## config.mk

```make
export PLATFORM = sky130hd
export DESIGN_NAME = latent_output_reader
export DESIGN_NICKNAME = d
export VERILOG_FILES = /design/src/rtl/latent_output_reader.sv
export SDC_FILE = /design/constraint.sdc
export NUM_CORES = 1
export LEC_CHECK = 0
export BUFFER_PORTS_ARGS = -buffer_cell sky130_fd_sc_hd__clkbuf_2
export CAP_MARGIN = 10
export CORE_MARGIN = 1.5
export CORE_UTILIZATION = 48
export DETAILED_ROUTE_END_ITERATION = 10
export GPL_TIMING_DRIVEN = 1
export PLACE_DENSITY = 0.78
export SLEW_MARGIN = 20
export SYNTH_ARGS = -nofsm -noshare
export SYNTH_HDL_FRONTEND = slang
export SYNTH_SLANG_ARGS = --single-unit
```

## constraint.sdc

```tcl
create_clock -name clk -period 2.2 [get_ports clk]
set_clock_uncertainty 0.2 [all_clocks]
set_input_delay 0 -clock clk [delete_from_list [all_inputs] [get_ports clk]]
set_output_delay 0 -clock clk [all_outputs]
set_load 0.02 [all_outputs]
```

## src/rtl/latent_output_reader.sv

```systemverilog
// ---------------------------------------------------------------------------
// latent_output_reader
//
// Consumer of the latent-space dense layer's output BRAM read port. When
// the dense layer raises its done level, this block reads all NEURON latent
// values through the BRAM address/enable/data port. It waits out the BRAM
// read latency for each word and then offers the word to the decoder as a
// valid/ready stream with index and last flags. Each rising edge of src_done
// starts one pass.
//
// Optional build macro:
//   LATENT_RELU_EN - when defined, a negative captured word (MSB set) is
//                    replaced by zero on m_data. Timing does not change.
//
// Ports:
//   clk                  in   clock, rising edge
//   reset                in   asynchronous, active-high reset
//   src_done             in   dense-layer done level
//   dense_output_address out  BRAM read address
//   dense_output_enable  out  BRAM read enable
//   dense_output_data    in   BRAM read data (DW bits)
//   m_valid / m_ready    out/in stream handshake
//   m_data               out  latent value (DW bits, signed)
//   m_index              out  index of m_data
//   m_last               out  high with m_valid on element NEURON-1
//   busy                 out  pass in progress
//   done                 out  pass complete, sticky
// ---------------------------------------------------------------------------
module latent_output_reader #(
    parameter int NEURON         = 2,
    parameter int INTEGER_WIDTH  = 10,
    parameter int FRACTION_WIDTH = 10,
    parameter int ADDR_WIDTH     = 2,
    parameter int READ_LATENCY   = 1
) (
    input  logic                                    clk,
    input  logic                                    reset,
    input  logic                                    src_done,
    output logic [ADDR_WIDTH-1:0]                   dense_output_address,
    output logic                                    dense_output_enable,
    input  logic [INTEGER_WIDTH+FRACTION_WIDTH-1:0] dense_output_data,
    output logic                                    m_valid,
    input  logic                                    m_ready,
    output logic [INTEGER_WIDTH+FRACTION_WIDTH-1:0] m_data,
    output logic [ADDR_WIDTH-1:0]                   m_index,
    output logic                                    m_last,
    output logic                                    busy,
    output logic                                    done
);

    localparam int DW    = INTEGER_WIDTH + FRACTION_WIDTH;
    localparam int CNT_W = (READ_LATENCY < 1) ? 1 : $clog2(READ_LATENCY + 1);
    localparam logic [CNT_W-1:0]      LAT_CNT   = CNT_W'(READ_LATENCY);
    localparam logic [ADDR_WIDTH-1:0] LAST_ADDR = ADDR_WIDTH'(NEURON - 1);

    typedef enum logic [1:0] {
        ST_IDLE  = 2'd0,
        ST_WAIT  = 2'd1,
        ST_VALID = 2'd2,
        ST_DONE  = 2'd3
    } state_t;

    // Word shaping applied at capture time (optional ReLU clamp).
    function automatic logic [DW-1:0] shape_word(input logic [DW-1:0] w);
`ifdef LATENT_RELU_EN
        if (w[DW-1]) begin
            shape_word = {DW{1'b0}};
        end else begin
            shape_word = w;
        end
`else
        shape_word = w;
`endif
    endfunction

    state_t                state_r,    state_s;
    logic                  src_done_q_r;
    logic [ADDR_WIDTH-1:0] addr_r,     addr_s;
    logic                  en_r,       en_s;
    logic                  busy_r,     busy_s;
    logic                  done_r,     done_s;
    logic [CNT_W-1:0]      wait_cnt_r, wait_cnt_s;
    logic                  m_valid_r,  m_valid_s;
    logic [DW-1:0]         m_data_r,   m_data_s;
    logic [ADDR_WIDTH-1:0] m_index_r,  m_index_s;
    logic                  m_last_r,   m_last_s;
    logic                  start_s;

    // Rising edge of the dense layer's done level.
    assign start_s = src_done & ~src_done_q_r;

    // Next-state and next-output logic; every register holds by default.
    always_comb begin
        state_s    = state_r;
        addr_s     = addr_r;
        en_s       = en_r;
        busy_s     = busy_r;
        done_s     = done_r;
        wait_cnt_s = wait_cnt_r;
        m_valid_s  = m_valid_r;
        m_data_s   = m_data_r;
        m_index_s  = m_index_r;
        m_last_s   = m_last_r;
        case (state_r)
            ST_IDLE, ST_DONE: begin
                if (start_s) begin
                    addr_s     = {ADDR_WIDTH{1'b0}};
                    en_s       = 1'b1;
                    busy_s     = 1'b1;
                    done_s     = 1'b0;
                    wait_cnt_s = {CNT_W{1'b0}};
                    state_s    = ST_WAIT;
                end else begin
                    state_s = state_r;
                end
            end
            ST_WAIT: begin
                // Address is held here, so the BRAM word at the end of the
                // wait belongs to addr_r.
                if (wait_cnt_r == LAT_CNT) begin
                    m_data_s  = shape_word(dense_output_data);
                    m_index_s = addr_r;
                    m_last_s  = (addr_r == LAST_ADDR);
                    m_valid_s = 1'b1;
                    state_s   = ST_VALID;
                end else begin
                    wait_cnt_s = wait_cnt_r + CNT_W'(1);
                end
            end
            ST_VALID: begin
                if (m_ready) begin
                    m_valid_s = 1'b0;
                    if (m_last_r) begin
                        m_last_s = 1'b0;
                        en_s     = 1'b0;
                        busy_s   = 1'b0;
                        done_s   = 1'b1;
                        state_s  = ST_DONE;
                    end else begin
                        addr_s     = addr_r + ADDR_WIDTH'(1);
                        wait_cnt_s = {CNT_W{1'b0}};
                        state_s    = ST_WAIT;
                    end
                end else begin
                    m_valid_s = 1'b1;
                end
            end
            default: begin
                // Unreachable encoding: fall back to a quiet idle.
                state_s   = ST_IDLE;
                en_s      = 1'b0;
                busy_s    = 1'b0;
                m_valid_s = 1'b0;
                m_last_s  = 1'b0;
            end
        endcase
    end

    // State and output registers with asynchronous reset.
    always_ff @(posedge clk or posedge reset) begin
        if (reset) begin
            state_r      <= ST_IDLE;
            src_done_q_r <= 1'b0;
            addr_r       <= {ADDR_WIDTH{1'b0}};
            en_r         <= 1'b0;
            busy_r       <= 1'b0;
            done_r       <= 1'b0;
            wait_cnt_r   <= {CNT_W{1'b0}};
            m_valid_r    <= 1'b0;
            m_data_r     <= {DW{1'b0}};
            m_index_r    <= {ADDR_WIDTH{1'b0}};
            m_last_r     <= 1'b0;
        end else begin
            state_r      <= state_s;
            src_done_q_r <= src_done;
            addr_r       <= addr_s;
            en_r         <= en_s;
            busy_r       <= busy_s;
            done_r       <= done_s;
            wait_cnt_r   <= wait_cnt_s;
            m_valid_r    <= m_valid_s;
            m_data_r     <= m_data_s;
            m_index_r    <= m_index_s;
            m_last_r     <= m_last_s;
        end
    end

    assign dense_output_address = addr_r;
    assign dense_output_enable  = en_r;
    assign m_valid              = m_valid_r;
    assign m_data               = m_data_r;
    assign m_index              = m_index_r;
    assign m_last               = m_last_r;
    assign busy                 = busy_r;
    assign done                 = done_r;

endmodule

```

==> results of run 1 <==
[state kept, by name (all words and copies together), names as in the netlist]
register	count
done	1
src_done_q_r	1
m_index	2
dense_output_address	2
busy	1
state_r	2
m_data	20
wait_cnt_r	1
m_last	1
m_valid	1
[what timing repair did]
action	CTS	global route
hold endpoints to repair	59	0
setup buffers	0	0
setup endpoints to repair	0	0
hold buffers	23	0
gates resized for setup	0	0
[final cells by class]
cell class	instances	area (um^2)	share of cell area, %
tap	31	38.8	1.93
clock inverter	1	5.00	0.249
timing repair buffer	79	520	25.9
multi-input combinational	59	572	28.5
clock buffer	6	41.3	2.06
inverter	8	30.0	1.50
sequential	32	801	39.9
[power by group through the flow]
stage / clock [mW] / sequential [mW] / combinational (mW)
finish: 0.292 / 0.986 / 1.43
global route: 0.344 / 1.02 / 1.53
CTS: 0.312 / 0.982 / 1.43
detailed placement: 0 / 0.990 / 1.40
global placement: 0 / 0.972 / 1.36
floorplan: 0 / 1.25 / 0.734
[layer usage]
layer | global-route usage [%] | share of wire [%]
met1 | 21.4 | 42
met2 | 34.1 | 51
met3 | 7.59 | 5.5
met4 | 7.64 | 1.2
met5 | 0 | 0
[through the flow]
| stage | utilization (%) | worst slack, ns | instance area (um^2) |
|---|---|---|---|
| floorplan | - | 0.252 | 1440 |
| global placement | 61.7 | 0.287 | 1730 |
| detailed placement | 61.7 | 0.231 | 1730 |
| CTS | 71.6 | 0.222 | 2010 |
| global route | 71.6 | 0.137 | 2010 |
| finish | 71.6 | 0.220 | 2010 |
[layout by cell type (no fill, tap or decap), types with 4 or more instances in the layout]
cell type      synthesis  routed
buf_4                  1       4
clkbuf_2               0      52
clkbuf_4               0       5
dfrtp_1               32      32
dlygate4sd3_1          0      23
ha_1                   5       5
inv_1                  8       8
mux2_2                23      23
nand2_1                5       5
o21ai_0                4       4
[cells by family after synthesis]
family / share of synthesized area (%)
flops: 55.7
simple gates: 4.88
fa+ha+maj: 4.36
mux: 22.0
buf+inv: 4.44
compound gates: 8.62
[worst min-delay path, stage by stage]
cell and delay [ns]:
dlygate4sd3_1 0.53, clkbuf_2 0.10, inv_1 0.04, buf_4 0.34
[worst paths after layout]
path                                   startpoint                                  end  slack, ns  cells after the start
setup / recovery           state_r[0]$_DFFE_PP0P_  dense_output_address[0]$_DFFE_PP0P_       0.22                      5
hold / removal                              reset               m_data[19]$_DFFE_PP0P_       0.08                      4
setup reg to reg           state_r[0]$_DFFE_PP0P_  dense_output_address[0]$_DFFE_PP0P_       0.22                      5
hold reg to reg            m_index[1]$_DFFE_PP0P_               m_index[1]$_DFFE_PP0P_       0.30                      2
max in group asynchronous                   reset                m_data[0]$_DFFE_PP0P_       1.44                      4
min in group clk                         src_done               src_done_q_r$_DFF_PP0_       0.20                      2
==> impl_metrics.json, run 1 <==
{
  "cp_top_family": "compound AO/OA/AOI/OAI gates",
  "drc": 5,
  "initial_core_util_pct": 51.2,
  "ys_seq_area_share_pct": 55.7,
  "hold_class": "in2async",
  "globalRouteTotalUtil_pct": 19.6,
  "synth-edff-count": 0,
  "synth_top_area_share_pct": 55.7,
  "cpPeakStageDelay_ns": 0.40,
  "cts_root_buf": "clkbuf_4",
  "dp.cells": 186,
  "ant_nets": 0,
  "grt_max_degree": 33,
  "worst-path-buf-inv": 1,
  "coreArea_um2": 2810,
  "clockPowerShare_pct": 10.8,
  "p_int_mw": 1.63,
  "clk_latency_ns": 0.32,
  "crit_chain": "inv_1 -> ha_1 -> nor2b_4 -> a2111oi_4 -> mux2_4",
  "diodes": 0,
  "yosys_warnings": 0,
  "htreeDepth": 2,
  "die_x_um": 57.7,
  "synth-seq-cells": 32,
  "hpwl_mm": 1.97,
  "hold_viol": 0,
  "cts.clk_slew.worst_paths_ns": 0.09,
  "max_cap_viol_count": 0,
  "cp_data_required_time_ns": 2.21,
  "startpoint_type": "flip-flop",
  "yosysMostFrequentCell": "dfrtp_1",
  "crit_arrival_ns": 1.99,
  "criticalPathCategory": "reg2reg",
  "fmax_mhz": 505,
  "io_pins": 53,
  "power_density_nw_per_um2": 1350,
  "min_period_over_period_pct": 90.0,
  "finalPower_mw": 2.71,
  "synthTopCellsByCount": "32 x dfrtp_1, 23 x mux2_2, 8 x inv_1, 5 x ha_1, 5 x nand2_1",
  "p_comb_share_pct": 52.9,
  "synth_ff_type": "dfrtp_1",
  "antenna_found_initial": 0,
  "io_buffers": 52,
  "pwr-share-seq_pct": 36.3,
  "rsz0062_at_grt": "false",
  "grt_pass1_wl_mm": 4.79,
  "overflow": 0,
  "cp_slowest_cell": "a2111oi_4",
  "clockBufferDepth": 2,
  "syn_inst": 104,
  "numCtsBuffers": 5,
  "relSlewSlack_pct": 74.2,
  "die_y_um": 57.7,
  "peakVddDrop_mv": 0.798,
  "drive_above_1_share_pct": 49.7,
  "syn-cell-area_um2": 1440,
  "grt_pass1_vias": 1095,
  "switchingPower_mw": 1.08,
  "violations": "DRC",
  "yosys.area.top_type": "dfrtp_1",
  "end_kind": "flip-flop",
  "yosys-top-cells-area": "dfrtp_1 56%, mux2_2 18%, ha_1 4.4%, mux2i_1 2.1%, inv_1 2.1%",
  "final_cell_count_no_fill": 216,
  "firstDrtPassIters": 7,
  "drt_iter0_drc": 48,
  "vias": 1080,
  "post_drt_wl_per_cell_um": 13.7,
  "fin_crit_ns": 1.98,
  "critPathMaxFanout": 8,
  "hold_ws_ns": 0.0782,
  "syn_nets": 133,
  "setup_violations": 0,
  "synthArstFlopShare_pct": 100,
  "n_fill_cell": 224,
  "syn_avg_cell_area_um2": 13.8,
  "rows": 19,
  "routed_wl_mm": 2.95,
  "p_sw_share_pct": 39.9,
  "viasPerCell": 5.00,
  "worst_pin_slew_ns": 0.387,
  "final_nets": 214,
  "cts_tree": "done",
  "synth.distinct_cells": 26,
  "clock_sinks": 32,
  "gp_congestion": 0.964,
  "leakagePower_nw": 0.989,
  "tns_ns": 0,
  "maxSlewViolCount": 0,
  "status": "finished with violations",
  "area_growth_pct": 39.8,
  "dieArea_um2": 3330
}
Note: power is estimated with default switching activity, not from simulation.
==> inputs of run 2 (changes only) <==
Settings changed: BUFFER_PORTS_ARGS -buffer_cell sky130_fd_sc_hd__clkbuf_2 to -buffer_cell sky130_fd_sc_hd__buf_2, CORE_UTILIZATION 48 to 50, CTS_BUF_LIST set to sky130_fd_sc_hd__clkbuf_2 sky130_fd_sc_hd__clkbuf_4 sky130_fd_sc_hd__clkbuf_8, PLACE_DENSITY 0.78 to 0.81.
==> run 2 against run 1 <==
- the run now ends clean
- critical path depth unchanged
- non-clock buffer count is the same
- sequential share of layout area is 0.074 points lower
- combinational power is essentially flat
- maximum frequency is 0.30% lower
- routed wire length increased by 5.6%
- critical path type unchanged
- largest power group unchanged
- highest routed layer unchanged
==> impl_metrics.json, run 2 (synthesis gave the netlist of run 1 again) <==
{
  "status": "finished, final reports clean",
  "r2r-start": "state_r[0]$_DFFE_PP0P_",
  "grtUsageMet1_pct": 23.1,
  "clockBufferDepth": 2,
  "grt_max_degree": 33,
  "die_x_um": 56.6,
  "firstDrtPassIters": 4,
  "finalPower_mw": 2.74,
  "overflow": 0,
  "min_period_over_period_pct": 90.3,
  "clk_latency_ns": 0.33,
  "io_buffers": 52,
  "hold_class": "in2async",
  "numCtsBuffers": 5,
  "final_common_cell": "buf_2",
  "drt_iter0_drc": 29,
  "vias": 1113,
  "use_met3_pct": 5.07,
  "relSlewSlack_pct": 73.9,
  "dieArea_um2": 3200,
  "end_kind": "flip-flop",
  "cts_tree": "done",
  "area_growth_pct": 40.1,
  "coreArea_um2": 2730,
  "criticalPathCategory": "reg2reg",
  "r2r_cells": 5,
  "r2r_slack_ns": 0.21,
  "htreeDepth": 2,
  "fin_ws_ns": 0.214,
  "max_cap_viol_count": 0,
  "power_density_nw_per_um2": 1360,
  "io_pins": 53,
  "globalRouteTotalUtil_pct": 21.5,
  "startpoint_type": "flip-flop",
  "rows": 19,
  "drc": 0,
  "initial_core_util_pct": 52.5,
  "hold_viol": 0,
  "critPathMaxFanout": 8,
  "cts_setup_buffers": 0,
  "n_fill_cell": 180,
  "routed_wl_mm": 3.12,
  "peakVddDrop_mv": 1.04,
  "timing.rr.end": "dense_output_address[0]$_DFFE_PP0P_",
  "die_y_um": 56.6,
  "rsz0062_at_grt": "false",
  "antenna_found_initial": 0,
  "cts_root_buf": "clkbuf_4",
  "viasPerCell": 5.15,
  "gr-max-usage-layer": "met2",
  "grt_use_met2_pct": 39.4,
  "fin_crit_ns": 1.99,
  "gp_congestion": 0.879,
  "clock_sinks": 32,
  "ctsResizeCount": 0,
  "grt_pass1_wl_mm": 5.14,
  "grt_pass1_vias": 1170,
  "hpwl_mm": 2.04,
  "cts.clk_slew.worst_paths_ns": 0.09,
  "dpl_worst_slack_ns": 0.215,
  "design_area_um2": 2010,
  "dp.cells": 186,
  "diodes": 0,
  "leakagePower_nw": 0.983,
  "setup_violations": 0,
  "fmax_mhz": 504,
  "largest_reg_flops": 20,
  "final_cell_count_no_fill": 216,
  "mostFrequentLayoutCells": "52 x buf_2, 32 x dfrtp_1, 23 x mux2_2, 23 x dlygate4sd3_1, 8 x inv_1",
  "worst_pin_slew_ns": 0.391,
  "final_nets": 214,
  "cp_data_required_time_ns": 2.22,
  "hold_ws_ns": 0.103,
  "ant_nets": 0,
  "tns_ns": 0,
  "postLayoutCoreUtil_pct": 73.6,
  "dpl_cell_area_um2": 1730,
  "post_drt_wl_per_cell_um": 14.4,
  "maxSlewViolCount": 0,
  "crit_arrival_ns": 2.01,
  "drive_above_1_share_pct": 50.3
}
==> run 2: area by class of cell <==
class	instances	area [um^2]	share of cell area, %
sequential	32	801	39.8
clock buffer	6	45.0	2.24
tap	31	38.8	1.93
timing repair buffer	79	520	25.9
inverter	8	30.0	1.49
multi-input combinational	59	572	28.4
clock inverter	1	5.00	0.249
==> run 2: layer usage <==
layer  vias up  part of all wire [%]
met1       534                    38
met5         -                     0
met3         6                   5.2
met2        47                    55
li1        526                     -
met4         0                   1.7
==> run 2: where the power goes <==
| group | switching (mW) | total [mW] | internal, mW |
|---|---|---|---|
| Clock | 0.187 | 0.316 | 0.130 |
| Combinational | 0.768 | 1.45 | 0.678 |
| Sequential | 0.139 | 0.978 | 0.839 |
==> run 2: worst max-delay path: stages (launching register included) <==
cell	delay, ns
dfrtp_1	0.38
inv_1	0.08
ha_1	0.30
nor2b_4	0.20
a2111oi_4	0.39
mux2_4	0.33
==> run 2: worst max-delay path by stage <==
stage,start,endpoint,depth (start not counted)
finish,state_r[0]$_DFFE_PP0P_,dense_output_address[0]$_DFFE_PP0P_,5
CTS,state_r[0]$_DFFE_PP0P_,dense_output_address[0]$_DFFE_PP0P_,5
detailed placement,state_r[0]$_DFFE_PP0P_,dense_output_address[0]$_DFFE_PP0P_,5
global placement,state_r[0]$_DFFE_PP0P_,dense_output_address[0]$_DFFE_PP0P_,5
global route,state_r[0]$_DFFE_PP0P_,dense_output_address[0]$_DFFE_PP0P_,5
floorplan,state_r[0]$_DFFE_PP0P_,dense_output_address[0]$_DFFE_PP0P_,6
==> run 2: what timing repair did <==
action	4_1_cts	5_1_grt
endpoints found under the hold margin	59	0
hold buffers	23	0
setup endpoints to repair	0	0
==> inputs of run 3 (changes only) <==
Settings changed: PLACE_DENSITY 0.81 to 0.78, SKIP_CTS_REPAIR_TIMING set to 1.
Clock period 2.2 ns to 1.95 ns, I/O delays scaled along.
==> run 3 against run 2 <==
- final cell count up 1.9%
- total power up 22%
- routed wire length up 1.7%
- register-to-register slack worse by 0.09 ns
- sequential power up 13%
- clock power up 58%
- setup slack worse by 0.085 ns
- maximum frequency up 9.0%
- global-route usage down 3.0 points
- non-clock buffer count up 3
- largest cell class unchanged
- highest routed layer unchanged
==> impl_metrics.json, run 3 (synthesis gave the netlist of run 1 again) <==
{
  "drt_iter0_drc": 30,
  "relSlewSlack_pct": 74.1,
  "hpwl_mm": 2.03,
  "max_cap_viol_count": 0,
  "status": "finished, final reports clean",
  "cp.depth": 6,
  "routed_wl_mm": 3.17,
  "diodes": 0,
  "switchingPower_mw": 1.28,
  "cpPeakStageDelay_ns": 0.35,
  "io_pins": 53,
  "gp_congestion": 0.910,
  "power_density_nw_per_um2": 1610,
  "grt_pass1_vias": 1048,
  "r2r_cells": 6,
  "design_area_um2": 2080,
  "antenna_found_initial": 0,
  "p_sw_share_pct": 38.3,
  "cp_slowest_cell": "dfrtp_1",
  "criticalPathCategory": "reg2reg",
  "min_period_over_period_pct": 93.4,
  "leakagePower_nw": 1.01,
  "worst_pin_slew_ns": 0.388,
  "dieArea_um2": 3200,
  "r2r_slack_ns": 0.13,
  "cts_root_buf": "clkbuf_4",
  "worst-path-buf-inv": 2,
  "fin_crit_ns": 1.82,
  "clk_latency_ns": 0.33,
  "cp_data_required_time_ns": 1.97,
  "crit_chain": "inv_1 -> ha_4 -> buf_4 -> mux2i_1 -> a211oi_2 -> mux2_2",
  "postLayoutCoreUtil_pct": 76.2,
  "firstDrtPassIters": 4,
  "startpoint_type": "flip-flop",
  "final_nets": 217,
  "p_comb_share_pct": 52.0,
  "viasPerCell": 5.16,
  "rows": 19,
  "globalRouteTotalUtil_pct": 18.5,
  "drive_above_1_share_pct": 52.4,
  "fmax_mhz": 549,
  "fin_ws_ns": 0.129,
  "final_cell_count_no_fill": 220,
  "end_kind": "flip-flop",
  "io_buffers": 52,
  "grt_pass1_wl_mm": 4.47,
  "ant_nets": 0,
  "hold_viol": 0,
  "clock_sinks": 32,
  "die_x_um": 56.6,
  "post_drt_wl_per_cell_um": 14.4,
  "rsz0062_at_grt": "false",
  "die_y_um": 56.6,
  "numCtsBuffers": 5,
  "clockPowerShare_pct": 14.9,
  "clockBufferDepth": 2,
  "maxSlewViolCount": 0,
  "pwr-share-seq_pct": 33.1,
  "largest_reg_flops": 20,
  "cp_top_family": "multiplexers",
  "grt_max_degree": 33,
  "hold_class": "in2async",
  "critPathMaxFanout": 9,
  "final_common_cell": "buf_2",
  "initial_core_util_pct": 52.5,
  "htreeDepth": 2,
  "area_growth_pct": 44.9,
  "setup_violations": 0,
  "finalPower_mw": 3.34,
  "coreArea_um2": 2730,
  "dpl_cell_area_um2": 1750,
  "p_int_mw": 2.06,
  "dp.cells": 188,
  "dpl_worst_slack_ns": -0.0343,
  "crit_arrival_ns": 1.84,
  "peakVddDrop_mv": 1.33,
  "vias": 1135,
  "cts_tree": "done",
  "drc": 0,
  "overflow": 0,
  "cts.clk_slew.worst_paths_ns": 0.09,
  "mostFrequentLayoutCells": "52 x buf_2, 32 x dfrtp_1, 23 x mux2_2, 23 x dlygate4sd3_1, 8 x inv_1"
}
==> run 3: cell types whose count changed in the layout (fill, tap and decap cells not counted), sizes merged <==
cell    previous run  this run
bufinv             0         1
buf               56        59
==> run 3: cell type report <==
type	instances	area (um^2)
clock buffers	6	45.0
fillers	180	652
repair buffers	82	543
well taps	31	38.8
multi-input cells	59	589
inverters	8	30.0
flip-flops and latches	32	801
clock inverters	2	35.0
==> run 3: power by group through the flow <==
stage / Clock (mW) / Combinational, mW / Sequential [mW]
2_1_floorplan: 0 / 0.828 / 1.41
3_3_place_gp: 0 / 1.57 / 1.09
3_5_place_dp: 0 / 1.63 / 1.10
4_1_cts: 0.512 / 1.63 / 1.10
5_1_grt: 0.541 / 1.86 / 1.14
6_report: 0.498 / 1.74 / 1.11
==> run 3: routing by layer <==
metal  GRT usage, %  part of all wire [%]  vias up
met3           6.91                   6.5        9
met5              0                     0        -
met4           7.48                   1.8        0
met1           21.6                    39      541
met2           30.6                    53       50
li1               -                     -      535
==> run 3: tightest hold or removal path, stage by stage <==
cell and delay (ns):
dlygate4sd3_1 0.53, buf_2 0.12, inv_1 0.04, buf_4 0.34
==> run 3: final timing paths <==
path,startpoint,to
min in group clk,src_done,src_done_q_r$_DFF_PP0_
max in group asynchronous,reset,m_data[3]$_DFFE_PP0P_
setup reg to reg,state_r[0]$_DFFE_PP0P_,done$_DFFE_PP0P_
hold / removal,reset,m_data[11]$_DFFE_PP0P_
hold reg to reg,m_index[1]$_DFFE_PP0P_,m_index[1]$_DFFE_PP0P_
setup / recovery,state_r[0]$_DFFE_PP0P_,done$_DFFE_PP0P_
==> run 3: metrics by stage <==
| step | hold WS [ns] | setup TNS (ns) |
|---|---|---|
| after floorplan | -0.169 | 0 |
| after global placement | -0.109 | 0 |
| after detailed placement | -0.101 | -0.0343 |
| after CTS | -0.470 | -0.0446 |
| after global routing | 0.105 | 0 |
| final | 0.0741 | 0 |
